## config.mk

```make
export PLATFORM = sky130hd
export DESIGN_NAME = fifo_read_streamer
export DESIGN_NICKNAME = d
export VERILOG_FILES = /design/src/rtl/dm_fifo_pkg.sv /design/src/rtl/fifo_read_skid_buf.sv /design/src/rtl/fifo_read_streamer.sv
export SDC_FILE = /design/constraint.sdc
export NUM_CORES = 1
export LEC_CHECK = 0
export ABC_AREA = 1
export CORE_MARGIN = 2
export CORE_UTILIZATION = 50
export CTS_BUF_LIST = sky130_fd_sc_hd__clkbuf_4 sky130_fd_sc_hd__clkbuf_8
export DETAILED_ROUTE_END_ITERATION = 7
export PLACE_DENSITY = 0.82
export SLEW_MARGIN = 20
export SYNTH_ARGS = -nofsm -noshare
export SYNTH_HDL_FRONTEND = slang
export SYNTH_SLANG_ARGS = --single-unit
```

## constraint.sdc

```tcl
create_clock -name RCLOCK -period 4.5 [get_ports RCLOCK]
set_input_delay 0.9 -clock RCLOCK [delete_from_list [all_inputs] [get_ports RCLOCK]]
set_output_delay 0.9 -clock RCLOCK [all_outputs]
set_load 0.02 [all_outputs]
```

## src/rtl/dm_fifo_pkg.sv

```systemverilog
// Shared constants and types for the DM interface word FIFO datapath.
package dm_fifo_pkg;

   localparam int DM_WORD_W     = 18;
   localparam int DM_FIFO_DEPTH = 1024;
   localparam int DM_FRAME_LEN  = 1024;

   typedef logic [DM_WORD_W-1:0] dm_word_t;

endpackage

```

## src/rtl/fifo_read_skid_buf.sv

```systemverilog
// Circular output buffer for the FIFO read streamer. Pointers carry one
// extra wrap bit so that full and empty are told apart by occupancy.
module fifo_read_skid_buf
   import dm_fifo_pkg::*;
#(
   parameter int  WIDTH = DM_WORD_W,
   parameter int  DEPTH = 4,
   localparam int AW    = $clog2(DEPTH),
   localparam int PTR_W = AW + 1
) (
   input  logic             clk_i,
   input  logic             rst_n_i,
   input  logic             wr_en_i,
   input  logic [WIDTH-1:0] wr_data_i,
   input  logic             rd_en_i,
   output logic [WIDTH-1:0] rd_data_o,
   output logic [PTR_W-1:0] occ_o,
   output logic             full_o,
   output logic             empty_o
);

   logic [WIDTH-1:0] mem_q [DEPTH];
   logic [PTR_W-1:0] wptr_q;
   logic [PTR_W-1:0] rptr_q;

   // Storage array; contents are don't-care until written, so no reset.
   always_ff @(posedge clk_i) begin
      if (wr_en_i) begin
         mem_q[wptr_q[AW-1:0]] <= wr_data_i;
      end
   end

   // Write and read pointers with synchronous active-low reset.
   always_ff @(posedge clk_i) begin
      if (!rst_n_i) begin
         wptr_q <= '0;
         rptr_q <= '0;
      end else begin
         if (wr_en_i) begin
            wptr_q <= wptr_q + PTR_W'(1);
         end
         if (rd_en_i) begin
            rptr_q <= rptr_q + PTR_W'(1);
         end
      end
   end

   assign occ_o     = wptr_q - rptr_q;
   assign full_o    = (occ_o == PTR_W'(DEPTH));
   assign empty_o   = (occ_o == '0);
   assign rd_data_o = mem_q[rptr_q[AW-1:0]];

endmodule

```

## src/rtl/fifo_read_streamer.sv

```systemverilog
// Read-side master for the non-FWFT DM word FIFO. Issues reads against a
// credit of free buffer slots, tracks reads in flight through a valid
// pipe matching the FIFO read latency, and presents the words as a
// valid/ready stream tagged with a per-frame word index and LAST.
module fifo_read_streamer
   import dm_fifo_pkg::*;
#(
   parameter int WIDTH      = DM_WORD_W,
   parameter int RD_LATENCY = 1,
   parameter int BUF_DEPTH  = 4,
   parameter int FRAME_LEN  = DM_FRAME_LEN
) (
   input  logic             RCLOCK,
   input  logic             RRESET_N,
   input  logic             ENABLE,
   input  logic             FIFO_EMPTY,
   output logic             FIFO_RE,
   input  logic [WIDTH-1:0] FIFO_Q,
   output logic [WIDTH-1:0] M_DATA,
   output logic             M_VALID,
   input  logic             M_READY,
   output logic             M_LAST,
   output logic [15:0]      WORD_CNT,
   output logic             BUSY
);

   localparam int          PTR_W    = $clog2(BUF_DEPTH) + 1;
   localparam int          CNT_W    = PTR_W + 2;
   localparam logic [15:0] LAST_IDX = 16'(FRAME_LEN - 1);

   logic [RD_LATENCY-1:0] pipe_q;
   logic [RD_LATENCY-1:0] pipe_d;
   logic [15:0]           cnt_q;
   logic [15:0]           cnt_d;
   logic [CNT_W-1:0]      inflight;
   logic [PTR_W-1:0]      occ;
   logic                  credit_ok;
   logic                  buf_wr;
   logic                  buf_full;
   logic                  buf_empty;
   logic [WIDTH-1:0]      buf_data;
   logic                  xfer;

   // Count reads still travelling through the FIFO read latency.
   always_comb begin
      inflight = '0;
      for (int i = 0; i < RD_LATENCY; i++) begin
         inflight = inflight + CNT_W'(pipe_q[i]);
      end
   end

   // A read is only issued when its word is guaranteed a buffer slot, so
   // a stalled consumer can never cause a word to be dropped.
   assign credit_ok = (CNT_W'(occ) + inflight + CNT_W'(1)) <= CNT_W'(BUF_DEPTH);
   assign FIFO_RE   = RRESET_N & ENABLE & ~FIFO_EMPTY & credit_ok;

   // Shift the read-valid pipe; the tail stage lines up with FIFO_Q.
   always_comb begin
      pipe_d    = pipe_q << 1;
      pipe_d[0] = FIFO_RE;
   end

   // Read-valid pipe register.
   always_ff @(posedge RCLOCK) begin
      if (!RRESET_N) begin
         pipe_q <= '0;
      end else begin
         pipe_q <= pipe_d;
      end
   end

   assign buf_wr = pipe_q[RD_LATENCY-1];

   fifo_read_skid_buf #(
      .WIDTH (WIDTH),
      .DEPTH (BUF_DEPTH)
   ) u_buf (
      .clk_i     (RCLOCK),
      .rst_n_i   (RRESET_N),
      .wr_en_i   (buf_wr),
      .wr_data_i (FIFO_Q),
      .rd_en_i   (xfer),
      .rd_data_o (buf_data),
      .occ_o     (occ),
      .full_o    (buf_full),
      .empty_o   (buf_empty)
   );

   assign M_VALID  = ~buf_empty;
   assign M_DATA   = M_VALID ? buf_data : '0;
   assign xfer     = M_VALID & M_READY;
   assign M_LAST   = M_VALID & (cnt_q == LAST_IDX);
   assign WORD_CNT = cnt_q;
   assign BUSY     = M_VALID | (pipe_q != '0);

   // Frame index advances per transfer and wraps after the LAST word.
   always_comb begin
      cnt_d = cnt_q;
      if (xfer) begin
         cnt_d = M_LAST ? 16'd0 : cnt_q + 16'd1;
      end
   end

   // Frame index register.
   always_ff @(posedge RCLOCK) begin
      if (!RRESET_N) begin
         cnt_q <= '0;
      end else begin
         cnt_q <= cnt_d;
      end
   end

   // The credit rule makes overflow impossible; flag it if it ever happens.
   always_ff @(posedge RCLOCK) begin
      if (RRESET_N && buf_wr && !xfer) begin
         assert (!buf_full);
      end
   end

endmodule
```

==> impl_metrics.csv <==
group,metric,value,unit
die,io_pins,61,
pwr,cellPowerDensity,588,nW/um^2
synth,synth_top_family_by_area,"simple AND/OR/NAND/NOR gates",
placed_design,gp_congestion,0.920,
global_route,grt_use_total,0.186,
cts,cts_setup_buffers,0,
cts,clkTransAtPathRegs,0.09,ns
layout,drive_gt1_frac,0.0527,
timing,hold_viol_final,0,
timing,maxSlewViolCount,0,
synth,synth_area,4470,um^2
synth,syn_inst,471,
drt,drc,0,
synth,synth_cell_type_count,27,
synth,synthAdderAreaFrac,0.0297,
synth,synth-compound-area-share,0.0811,
pwr,power,3.13,mW
timing,finClkSkew,0.0124,ns
global_route,grt_max_degree,38,
timing,worst_slew_pin_slew,1.03,ns
timing,fmax,249,MHz
cts,cts-htree-levels,3,
run_status,status,"finished, final reports clean",
placed_design,port_buffers,60,
timing,min_period,4.01,ns
critical_path,crit_type,"reg -> out",
global_route,grt_pass1_wl,14.7,mm
layout,diodes,0,
pwr,vdd.ir_drop.worst,0.000304,V
synth,synth-seq-cells,97,
timing,max_slew_margin,0.310,
drt,via_count,3343,
drt,wl,8.93,mm
cts,clock-root-buffer,"clkbuf_8",
pwr,power.leakage,2.09,nW
drt,vias_per_cell,5.23,
global_route,grt_pass1_vias,3270,
die,dieArea,9720,um^2
synth,ys_async_sr_fraction,0,
synth,synth_xor_area_frac,0.0117,
timing,fin_tns_setup,0,ns
cts,insertion_delay,0.36,ns
synth,synth_mux_area_frac,0,
synth,synth_edf_count,72,
die,die_h,98.6,um
die,rows,34,
drt,wl_per_cell,14.0,um
layout,fin_util,0.613,
cts,cts_tree,"built",
layout,nets,559,
synth,yosys.area_share.simple,0.204,
layout,nFillCells,710,
cts,cts_buffer_depth,2,
drt,drtPass1Iterations,4,
synth,yosysSeqAreaShare,0.595,
cts,clock_sinks,97,
layout,area_growth,18.9,%
timing,period_share,0.891,
cts,hold_buffers,0,
placed_design,dpl.hpwl,5.92,mm
drt,dr.first_iter.drc_count,160,
global_route,grt_overflow,0,
timing,setup_viol,0,
synth,syn_area_per_cell,9.50,um^2
synth,yosysWarnings,0,
critical_path,arrival,3.11,ns
critical_path,critPathMaxFanout,37,
hold_path,hold_class,"reg -> reg",
critical_path,startpoint_type,"flop",
die,core_area,8680,um^2
timing,rsz0062_at_grt,"false",
global_route,antenna_found_initial,0,
synth,ys.flop_type,"edfxtp_1",
critical_path,endpoint_kind,"output port",
die,start_util,0.515,
drt,final_antenna_net_count,0,
run,max_cap_violations,0,
synth,syn-num-nets,504,
critical_path,crit_required,3.60,ns
cts,cts.repair.resized,0,
cts,cts_made_buffers,9,
die,dieWidth,98.6,um
registers in the layout, summed over array words and instances, names as in the netlist, named ones only:
signal	flops
u_buf.mem_q	72
u_buf.wptr_q	3
u_buf.rptr_q	3
buf_wr	1
WORD_CNT	16
cells by family after synthesis:
kind of cell,after synthesis
xor gates and xnor gates,6
adders and majority gates,10
AOI/OAI and AO/OA,59
DFF,97
and+or+nand+nor,217
buffers and inverters,82
critical path, stage by stage, from the launching register on:
cell and delay [ns]:
dfxtp_1 0.31, buf_4 0.32, clkinv_1 0.87, nor2_1 0.37, o32ai_1 0.14, nand2_1 0.13
inv_1 0.06, clkdlybuf4s50_1 0.53
power by group:
group / total [mW] / leakage (nW) / switching, mW / internal (mW)
Combinational: 1.48 / 1.14 / 0.883 / 0.595
Clock: 0.563 / 0.0983 / 0.301 / 0.262
Sequential: 1.08 / 0.852 / 0.0594 / 1.02
routing by layer:
metal | routed length [um] | global-route usage | share of wire
met1 | 4040 | 0.237 | 0.45
met4 | 90 | 0.0601 | 0.010
met3 | 464 | 0.0390 | 0.052
met5 | 0 | 0 | 0
met2 | 4330 | 0.321 | 0.49
cell usage in the layout, fill, tap and decap left out:
master / Yosys / routed
a21oi_1: 18 / 18
buf_4: 5 / 3
bufinv_16: 0 / 1
clkbuf_8: 0 / 9
clkdlybuf4s50_1: 0 / 60
clkinv_1: 1 / 2
clkinv_4: 0 / 1
clkinvlp_4: 0 / 1
dfxtp_1: 25 / 25
edfxtp_1: 72 / 72
fa_1: 1 / 1
ha_1: 9 / 9
inv_1: 61 / 61
inv_4: 1 / 1
inv_6: 0 / 3
nand2_1: 98 / 98
nand2_2: 3 / 3
nand2_4: 1 / 1
nand3_1: 14 / 14
nand3_2: 1 / 1
nand3_4: 1 / 1
nand3b_1: 1 / 1
nand4_1: 13 / 13
nor2_1: 82 / 82
nor2_2: 2 / 2
o21ai_0: 23 / 23
o32ai_1: 18 / 18
or2_2: 1 / 1
xor2_1: 6 / 6
layout make-up:
| class | count | area (um^2) | area share |
|---|---|---|---|
| timing repair buffer | 63 | 623 | 0.117 |
| sequential | 97 | 2660 | 0.501 |
| inverter | 63 | 239 | 0.0449 |
| clock buffer | 9 | 124 | 0.0233 |
| clock inverter | 7 | 76.3 | 0.0143 |
| tap | 108 | 135 | 0.0254 |
| multi-input combinational | 292 | 1460 | 0.274 |
worst paths after layout:
path | slack, ns | startpoint | end | cells after the start
setup reg to reg | 1.90 | u_buf.wptr_q[0] | u_buf.rptr_q[0] | 10
setup / recovery | 0.49 | flop | M_DATA[6] | 7
hold / removal | 0.52 | u_buf.wptr_q[2] | u_buf.wptr_q[2] | 2
hold reg to reg | 0.52 | u_buf.wptr_q[2] | u_buf.wptr_q[2] | 2
per-stage QoR:
step	instance area, um^2	setup WS, ns	std cells	hold WS [ns]
floorplan	4470	1.71	471	0.476
global placement	5120	1.05	623	0.490
detailed placement	5120	0.893	623	0.503
CTS	5320	0.481	639	0.516
global route	5320	0.190	639	0.552
finish	5320	0.492	639	0.515
cells in the mapped netlist (2+ instances only):
cell	number	area (um^2)
buf_2	5	25.0
o21ai_0	23	115
nand2_2	3	18.8
buf_6	2	22.5
dfxtp_1	25	500
nor2_1	82	308
edfxtp_1	72	2160
nand3_1	14	70.1
ha_1	9	113
buf_4	5	37.5
inv_1	61	229
a21oi_1	18	90.1
nand4_1	13	81.3
nand2_1	98	368
xor2_1	6	52.6
nor2_2	2	12.5
clkbuf_1	6	22.5
o32ai_1	18	158
Power figures use the tool's default switching activity.
